## config.mk

```make
export PLATFORM = sky130hd
export DESIGN_NAME = rq_addsub_pipe_flat
export DESIGN_NICKNAME = d
export VERILOG_FILES = /design/src/rtl/rq_addsub_pipe_if.sv /design/src/rtl/rq_addsub_pipe.sv /design/src/flat_wrapper.sv
export SDC_FILE = /design/constraint.sdc
export NUM_CORES = 1
export LEC_CHECK = 0
export ABC_AREA = 1
export CAP_MARGIN = 15
export CORE_MARGIN = 5
export CORE_UTILIZATION = 55
export CTS_CLUSTER_SIZE = 28
export DETAILED_ROUTE_END_ITERATION = 7
export PLACE_DENSITY = 0.82
export SYNTH_ARGS = -nofsm -noshare
export SYNTH_HDL_FRONTEND = slang
export SYNTH_SLANG_ARGS = --single-unit
```

## constraint.sdc

```tcl
create_clock -name clk -period 2.74 [get_ports clk]
set_input_delay 0.548 -clock clk [delete_from_list [all_inputs] [get_ports clk]]
set_output_delay 0.548 -clock clk [all_outputs]
set_load 0.005 [all_outputs]
```

## src/rtl/rq_addsub_pipe_if.sv

```systemverilog
// Stream interface for rq_addsub_pipe: input beat channel and output beat channel.
// The slave modport is the arithmetic block; the master modport is the beat source/sink.
interface rq_addsub_pipe_if #(
    parameter int NUM_BIT = 13,
    parameter int LANES   = 4
);
    logic                       in_valid;
    logic                       in_ready;
    logic [1:0]                 in_op;
    logic [LANES*NUM_BIT-1:0]   in_x1;
    logic [LANES*NUM_BIT-1:0]   in_x2;
    logic                       in_last;
    logic                       out_valid;
    logic                       out_ready;
    logic [LANES*NUM_BIT-1:0]   out_sum;
    logic [LANES-1:0]           out_wrap;
    logic                       out_last;

    modport master (
        output in_valid, in_op, in_x1, in_x2, in_last, out_ready,
        input  in_ready, out_valid, out_sum, out_wrap, out_last
    );

    modport slave (
        input  in_valid, in_op, in_x1, in_x2, in_last, out_ready,
        output in_ready, out_valid, out_sum, out_wrap, out_last
    );
endinterface

```

## src/rtl/rq_addsub_pipe.sv

```systemverilog
// Pipelined multi-lane Rq (mod 2^NUM_BIT) add/sub/accumulate/load unit built on a
// Sklansky parallel-prefix adder, with a valid/ready stream on both sides.
module rq_addsub_pipe #(
    parameter int NUM_BIT = 13,
    parameter int LANES   = 4,
    parameter int PIPE    = 2
) (
    input  logic              clk,
    input  logic              rst_n,
    rq_addsub_pipe_if.slave   bus
);
    localparam int W   = LANES * NUM_BIT;
    localparam int LOG = $clog2(NUM_BIT);

    logic             advance;
    logic             accept;
    logic [W-1:0]     res_sum;
    logic [LANES-1:0] res_wrap;
    logic [NUM_BIT-1:0] acc [LANES];

    logic             st_valid [PIPE];
    logic [W-1:0]     st_sum   [PIPE];
    logic [LANES-1:0] st_wrap  [PIPE];
    logic             st_last  [PIPE];

    assign advance      = ~bus.out_valid | bus.out_ready;
    assign accept       = bus.in_valid & advance;
    assign bus.in_ready = advance;

    // Returns {carry_out, sum}; group g/p over [i:0] are built in LOG Sklansky levels,
    // then the carry-in is folded in as a final generate term.
    function automatic logic [NUM_BIT:0] prefix_add(
        input logic [NUM_BIT-1:0] a,
        input logic [NUM_BIT-1:0] b,
        input logic               cin
    );
        logic [NUM_BIT-1:0] hs;
        logic [NUM_BIT-1:0] g;
        logic [NUM_BIT-1:0] p;
        logic [NUM_BIT-1:0] gn;
        logic [NUM_BIT-1:0] pn;
        logic [NUM_BIT-1:0] c;
        logic               cout;
        int                 j;
        hs = a ^ b;
        g  = a & b;
        p  = hs;
        for (int l = 0; l < LOG; l++) begin
            gn = g;
            pn = p;
            for (int i = 0; i < NUM_BIT; i++) begin
                if (((i >> l) & 1) == 1) begin
                    j     = ((i >> l) << l) - 1;
                    gn[i] = g[i] | (p[i] & g[j]);
                    pn[i] = p[i] & p[j];
                end
            end
            g = gn;
            p = pn;
        end
        c[0] = cin;
        for (int i = 1; i < NUM_BIT; i++) begin
            c[i] = g[i-1] | (p[i-1] & cin);
        end
        cout = g[NUM_BIT-1] | (p[NUM_BIT-1] & cin);
        return {cout, hs ^ c};
    endfunction

    for (genvar k = 0; k < LANES; k++) begin : g_lane
        logic [NUM_BIT-1:0] x1;
        logic [NUM_BIT-1:0] x2;
        logic [NUM_BIT-1:0] opa;
        logic [NUM_BIT-1:0] opb;
        logic               cin;
        logic [NUM_BIT:0]   r;

        assign x1 = bus.in_x1[k*NUM_BIT +: NUM_BIT];
        assign x2 = bus.in_x2[k*NUM_BIT +: NUM_BIT];

        // Subtraction reuses the same network as x1 + ~x2 + 1; load adds zero.
        always_comb begin
            opa = x1;
            opb = '0;
            cin = 1'b0;
            case (bus.in_op)
                2'b00: opb = x2;
                2'b01: begin
                    opb = ~x2;
                    cin = 1'b1;
                end
                2'b10: begin
                    opa = acc[k];
                    opb = x1;
                end
                default: opb = '0;
            endcase
        end

        assign r = prefix_add(opa, opb, cin);
        assign res_sum[k*NUM_BIT +: NUM_BIT] = r[NUM_BIT-1:0];
        // A borrow shows up as the absence of carry-out when subtracting.
        assign res_wrap[k] = (bus.in_op == 2'b01) ? ~r[NUM_BIT] :
                             (bus.in_op == 2'b11) ? 1'b0 : r[NUM_BIT];
    end

    always_ff @(posedge clk or negedge rst_n) begin
        if (!rst_n) begin
            for (int k = 0; k < LANES; k++) begin
                acc[k] <= '0;
            end
        end else if (accept && bus.in_op[1]) begin
            for (int k = 0; k < LANES; k++) begin
                acc[k] <= res_sum[k*NUM_BIT +: NUM_BIT];
            end
        end
    end

    // Stage 0 captures the finished result; later stages are plain retiming registers.
    always_ff @(posedge clk or negedge rst_n) begin
        if (!rst_n) begin
            for (int s = 0; s < PIPE; s++) begin
                st_valid[s] <= 1'b0;
                st_sum[s]   <= '0;
                st_wrap[s]  <= '0;
                st_last[s]  <= 1'b0;
            end
        end else if (advance) begin
            st_valid[0] <= accept;
            st_sum[0]   <= res_sum;
            st_wrap[0]  <= res_wrap;
            st_last[0]  <= bus.in_last;
            for (int s = 1; s < PIPE; s++) begin
                st_valid[s] <= st_valid[s-1];
                st_sum[s]   <= st_sum[s-1];
                st_wrap[s]  <= st_wrap[s-1];
                st_last[s]  <= st_last[s-1];
            end
        end
    end

    assign bus.out_valid = st_valid[PIPE-1];
    assign bus.out_sum   = st_sum[PIPE-1];
    assign bus.out_wrap  = st_wrap[PIPE-1];
    assign bus.out_last  = st_last[PIPE-1];
endmodule

```

## src/flat_wrapper.sv

```systemverilog
// flat-port wrapper written by rule: the top's interface ports become plain ports
module rq_addsub_pipe_flat 
#(
    parameter int NUM_BIT = 13,
    parameter int LANES   = 4,
    parameter int PIPE    = 2
)
  (clk, rst_n, bus_in_valid, bus_in_op, bus_in_x1, bus_in_x2, bus_in_last, bus_out_ready, bus_in_ready, bus_out_valid, bus_out_sum, bus_out_wrap, bus_out_last);
  rq_addsub_pipe_if #(.NUM_BIT(NUM_BIT), .LANES(LANES)) bus_i ();
  input  logic clk;
  input  logic rst_n;
  input wire logic [$bits(bus_i.in_valid)-1:0] bus_in_valid;
  input wire logic [$bits(bus_i.in_op)-1:0] bus_in_op;
  input wire logic [$bits(bus_i.in_x1)-1:0] bus_in_x1;
  input wire logic [$bits(bus_i.in_x2)-1:0] bus_in_x2;
  input wire logic [$bits(bus_i.in_last)-1:0] bus_in_last;
  input wire logic [$bits(bus_i.out_ready)-1:0] bus_out_ready;
  output wire logic [$bits(bus_i.in_ready)-1:0] bus_in_ready;
  output wire logic [$bits(bus_i.out_valid)-1:0] bus_out_valid;
  output wire logic [$bits(bus_i.out_sum)-1:0] bus_out_sum;
  output wire logic [$bits(bus_i.out_wrap)-1:0] bus_out_wrap;
  output wire logic [$bits(bus_i.out_last)-1:0] bus_out_last;
  assign bus_i.in_valid = bus_in_valid;
  assign bus_i.in_op = bus_in_op;
  assign bus_i.in_x1 = bus_in_x1;
  assign bus_i.in_x2 = bus_in_x2;
  assign bus_i.in_last = bus_in_last;
  assign bus_i.out_ready = bus_out_ready;
  assign bus_in_ready = bus_i.in_ready;
  assign bus_out_valid = bus_i.out_valid;
  assign bus_out_sum = bus_i.out_sum;
  assign bus_out_wrap = bus_i.out_wrap;
  assign bus_out_last = bus_i.out_last;
  rq_addsub_pipe #(.NUM_BIT(NUM_BIT), .LANES(LANES), .PIPE(PIPE)) u_core (.clk(clk), .rst_n(rst_n), .bus(bus_i));
endmodule
```

* Word-level counts from Yosys, hierarchy flattened *
Index checks and enable logic that the tools add are counted.
Widths: inputs -> output; s select.

operators by class
  mux-type cells = 17
  bitwise gates (word level) = 391
  equality and inequality tests = 3
  reduce and logical (&&, ||, !) cells = 2

operators by type and width
  operator            number
  $and 1x1->1         229
  $pmux 13 s3         4
  $or 1x1->1          141
  $xor 13x13->13      8
  $and 13x13->13      4
  $mux 13             4
  $not 13->13         4
  $mux 1              9
  $not 1->1           5
  $eq 2x2->1 const B  2
  $eq 2x1->1 const B  1
  $logic_not 2->1     1
  $logic_and 1x1->1   1

word-level totals
  input bits = 111
  register bits = 168
  output and inout bits = 59

* Depth between registers and ports, before layout *
  word-level depth = 14
  depth in mapped cells = 19
  depth with buffers taken out = 16

* Least setup slack after synthesis *
Ideal clock, no wire load.

  kind = input-to-reg
  from = input bus_in_op[0]
  to = register u_core.st_sum[99] (netlist name)
  data arrival time = 2.492 ns
  path slack = 0.130 ns
  stages on the path = 13
  required time = 2.622 ns
  cells stage by stage = buf_6 nand2_2 buf_2 buf_2 o211ai_1 ha_1 nand2_1 inv_1 a21oi_1 nand3_1 or2_2 nand3_1 nand2_1

between the ends
  word-level cells in the longest chain between the ends = 11
  elaborated cells between the ends (all ways) = 32
  classes of those cells = eq/ne: 2; mux: 3; bitwise: 26; reduce/logical: 1

RTL lines
  item                                                     line                                        RTL
  start: declaration                                       flat_wrapper.sv:13                          input wire logic [$bits(bus_i.in_op)-1:0] bus_in_op;
  $eq 2x2->1 (tied with other cells)                       rq_addsub_pipe.sv:85                        case (bus.in_op)
  $pmux 13 s3 / $mux 13 (equally long branches)            rq_addsub_pipe.sv:85
  $xor 13x13->13 / $and 13x13->13 (equally long branches)  rq_addsub_pipe.sv:45, rq_addsub_pipe.sv:46
  $and 1x1->1                                              rq_addsub_pipe.sv:54                        gn[i] = g[i] | (p[i] & g[j]);
  $or 1x1->1                                               rq_addsub_pipe.sv:54
  $and 1x1->1                                              rq_addsub_pipe.sv:54
  $or 1x1->1                                               rq_addsub_pipe.sv:54
  $and 1x1->1                                              rq_addsub_pipe.sv:54
  $or 1x1->1                                               rq_addsub_pipe.sv:54
  $or 1x1->1                                               rq_addsub_pipe.sv:63                        c[i] = g[i-1] | (p[i-1] & cin);
  $xor 13x13->13 *                                         rq_addsub_pipe.sv:66                        return {cout, hs ^ c};
  end signal: indexed assignment                           rq_addsub_pipe.sv:134                       st_sum[s] <= st_sum[s-1];
  end: declaration                                         rq_addsub_pipe.sv:22                        logic [W-1:0] st_sum [PIPE];

Every way passes the cells marked *; elsewhere a longest branch is shown, timed or not.
A chain may end at the register's enable or synchronous reset.

* Worst setup path in the final report *
  from = input bus_in_op[0]
  to = register u_core.acc[34] (netlist name)

between the ends
  word-level cells in the longest chain between the ends = 11
  elaborated cells between the ends (all ways) = 32
  classes of those cells = eq/ne: 2; mux: 3; bitwise: 26; reduce/logical: 1

RTL lines
  item                                                     line                                        RTL
  $eq 2x2->1 (tied with other cells)                       rq_addsub_pipe.sv:85
  $pmux 13 s3 / $mux 13 (equally long branches)            rq_addsub_pipe.sv:85
  $xor 13x13->13 / $and 13x13->13 (equally long branches)  rq_addsub_pipe.sv:45, rq_addsub_pipe.sv:46
  $and 1x1->1                                              rq_addsub_pipe.sv:54
  $or 1x1->1                                               rq_addsub_pipe.sv:54
  $and 1x1->1                                              rq_addsub_pipe.sv:54
  $or 1x1->1                                               rq_addsub_pipe.sv:54
  $and 1x1->1                                              rq_addsub_pipe.sv:54
  $or 1x1->1                                               rq_addsub_pipe.sv:54
  $or 1x1->1                                               rq_addsub_pipe.sv:63
  $xor 13x13->13 *                                         rq_addsub_pipe.sv:66
  end signal: indexed assignment                           rq_addsub_pipe.sv:113                       acc[k] <= res_sum[k*NUM_BIT +: NUM_BIT];
  end: declaration                                         rq_addsub_pipe.sv:19                        logic [NUM_BIT-1:0] acc [LANES];

Marked as above.

==> summary.txt <==
Run status
  – Status: complete, no violations

Floorplanning
  – Initial Util: 0.553
  – # rows: 51
  – Core ar.: 0.0193 mm²
  – I/O Pins: 170
  – Die X-Extent: 149 µm
  – DIE HEIGHT: 149 µm
  – Die Area: 0.0223 mm²

Power
  – Internal: 6.63 mW
  – Sequential group share of total power: 0.368
  – Max rail drop VDD: 497 µV
  – Combinational share of power: 0.372
  – Switching Power: 3.59 mW
  – Power Dens Cells: 722 mW/mm²
  – Sw frac: 0.351
  – Clock power share: 0.259
  – Lkg Pwr: 7.25 nW

STA
  – Fin crit share: 0.993
  – Skew final: 0.00746 ns
  – Setup TNS: 0 ns
  – Relative slew slack: 0.227
  – Fmax achieved: 367 MHz
  – Final setup viols: 0
  – Final Hold Violating Endpoints: 0
  – Hold_ws: 0.00551 ns
  – Worst slew pin tran: 1.16 ns
  – Final Slew Violations: 0
  – RSZ-0062 raised after global routing: yes
  – Tmin final: 2.72 ns

Layout
  – Area of the multi-input gates: 0.00558 mm²
  – Area Overhead vs Synth: 32.8%
  – Most frequent cells in the layout: 532 x nand2_1, 168 x dfrtp_1, 166 x clkdlybuf4s50_1
  – Final Util: 0.734
  – Layout Nets: 1816
  – Sequential cell area: 0.00420 mm²
  – Most common cell after layout, fill and taps aside: nand2_1
  – Filler cells: 1452
  – Fraction of layout instances using a drive strength above 1: 0.146

Route
  – Initial detailed-routing violation count: 982
  – Antenna viol nets, final: 0
  – Final wirelength: 32300 µm
  – DR WL/cell: 16.7 µm
  – DRC viols: 0
  – Drt first pass iters: 6
  – DR vias: 10700
  – DR vias/cell: 5.54

Logic synthesis
  – Post-synth top area share: 0.394
  – Post-Synthesis Cells: 1463
  – Mapped cell area: 0.0107 mm²
  – Asr flop ratio synth: 1.00
  – Synth top area cells: dfrtp_1 39%, nand2_1 20%, ha_1 6.1%
  – Syn. warnings: 0
  – Number of library cell types mapped by synthesis: 36
  – Syn nets: 1630
  – Syn_area_per_cell: 7.28 µm²
  – Seq cells post-synth: 168
  – Sequential-to-total area share from yosys stat: 0.394
  – Synth Flop Type: dfrtp_1
  – Yosys top cell by area: dfrtp_1
  – Post-synth EDFFs: 0

Clocking
  – H-tree depth: 4
  – Clock root buffer: clkbuf_16
  – CTS sink count: 168
  – Clock-pin slew on the worst setup and hold paths: 0.07 ns
  – Clock Tree Buf Depth: 2
  – Clk Latency, worst-skew pair: 0.44 ns
  – CTS buffer count: 17
  – CTS tree: yes

Setup path
  – WP data required: 3.07 ns
  – Startpoint Class: input port
  – Reg-to-reg critical path startpoint: u_core.acc[5]$_DFFE_PN0P_
  – CP Cell Sequence: dlygate4sd2_1 > buf_12 > buf_4 > nor2_4 > buf_12 > buf_16 > nand2_1 > o221ai_1 > ha_1 > nand2_2 > nand2_4 > a21oi_4 > nand3_4 > or2_1 > nand3_1 > nand2_1
  – Reg-to-Reg End: u_core.st_sum[99]$_DFFE_PN0N_
  – Slack of the worst reg-to-reg path: 0.59 ns
  – Maximum fanout along the worst path: 11
  – Delay of the slowest critical-path stage: 0.34 ns
  – CP delay by family, top: simple AND/OR/NAND/NOR gates
  – R2R depth: 10
  – Max stage delay cell, worst path: ha_1
  – Worst Path Buf+Inv: 5
  – Crit path kind: in -> reg
  – Critical path arrival: 3.05 ns
  – Worst setup EP type: flop

Placement
  – GPL Wtd Cong: 0.864
  – DP Wirelength: 20200 µm
  – I/O Buffers: 169

Job
  – Max_cap viols: 0

Worst hold path
  – Hold crit path type: in -> async

Global route
  – First-pass GRT wire length: 48100 µm
  – Total global routing overflow: 0
  – Initial antenna violation count: 1
  – Largest net degree at the start of global routing: 130
  – Vias in the first global route: 10100
  – Total Routing Usage GR: 0.268
synth_stat cells, types with 20 or more instances:
master,number
o221ai_1,35
a21oi_1,60
nand2_1,565
ha_1,52
nand3_1,119
dfrtp_1,168
nor2_1,61
buf_4,57
clkbuf_1,41
o21ai_0,59
buf_2,20
inv_1,133
cell families after synthesis:
logic type                 Yosys count  synth area share
and+or+nand+nor                    772             0.295
DFF                                168             0.394
xor gates and xnor gates            14            0.0115
muxes                                5           0.00528
AOI/OAI and AO/OA                  190             0.109
buffers and inverters              258             0.116
adders and majority gates           56            0.0686
power by group through the flow:
| stage | clock network, mW | logic [mW] | registers [mW] |
|---|---|---|---|
| finish | 2.65 | 3.81 | 3.77 |
| global route | 2.76 | 4.22 | 3.86 |
| CTS | 2.65 | 3.51 | 3.75 |
| detailed placement | 0 | 3.43 | 3.77 |
| global placement | 0 | 3.31 | 3.76 |
| floorplan | 0 | 2.25 | 3.63 |
worst max path at each step:
stage	from	end	slack [ns]	depth (start not counted)
2_1_floorplan	bus_in_op[0]	u_core.st_sum[99]$_DFFE_PN0N_	0.13	13
3_3_place_gp	bus_in_op[0]	u_core.acc[8]$_DFFE_PN0P_	-0.44	16
3_5_place_dp	bus_in_op[0]	u_core.st_sum[77]$_DFFE_PN0N_	-0.54	16
4_1_cts	bus_in_op[1]	u_core.st_sum[60]$_DFFE_PN0N_	0.02	14
5_1_grt	bus_in_op[0]	u_core.st_sum[73]$_DFFE_PN0N_	-0.07	16
6_report	bus_in_op[0]	u_core.acc[34]$_DFFE_PN0P_	0.02	16
final cells by class:
type,instances,area share
multi-input cells,1038,0.394
flip-flops and latches,168,0.297
repair buffers,287,0.203
inverters,137,0.0373
clock buffers,19,0.0320
well taps,265,0.0234
clock inverters,13,0.0128
diodes,1,0.000177
sequential cells by signal, summed over array words and instances (netlist names):
| name | flops |
|---|---|
| u_core.st_valid | 1 |
| u_core.st_wrap | 4 |
| u_core.acc | 52 |
| u_core.st_last | 1 |
| u_core.bus.out_wrap | 4 |
| u_core.bus.out_last | 1 |
| u_core.st_sum | 52 |
| u_core.bus.out_sum | 52 |
| u_core.bus.out_valid | 1 |
stage by stage:
stage | instance area (µm²) | cells | total power [mW] | setup slack, ns
floorplan | 10700 | 1463 | 5.89 | 0.130
global placement | 12800 | 1868 | 7.07 | -0.445
detailed placement | 12800 | 1868 | 7.21 | -0.545
CTS | 13600 | 1903 | 9.91 | 0.0179
global route | 14200 | 1928 | 10.8 | -0.0710
finish | 14200 | 1928 | 10.2 | 0.0182
layer usage:
layer | track usage | up-vias | wire length (µm)
li1 | - | 5048 | -
met3 | 0.0431 | 109 | 2490
met2 | 0.441 | 522 | 15500
met1 | 0.356 | 4999 | 13200
met4 | 0.106 | 0 | 1070
met5 | 0 | - | 0
repair_timing:
item	CTS	global route
pin swaps	5	34
resized for setup	10	93
hold buffers	0	0
gates cloned	2	4
setup buffers	1	20
endpoints found under the setup margin	38	79
(Power assumes the default switching activity.)
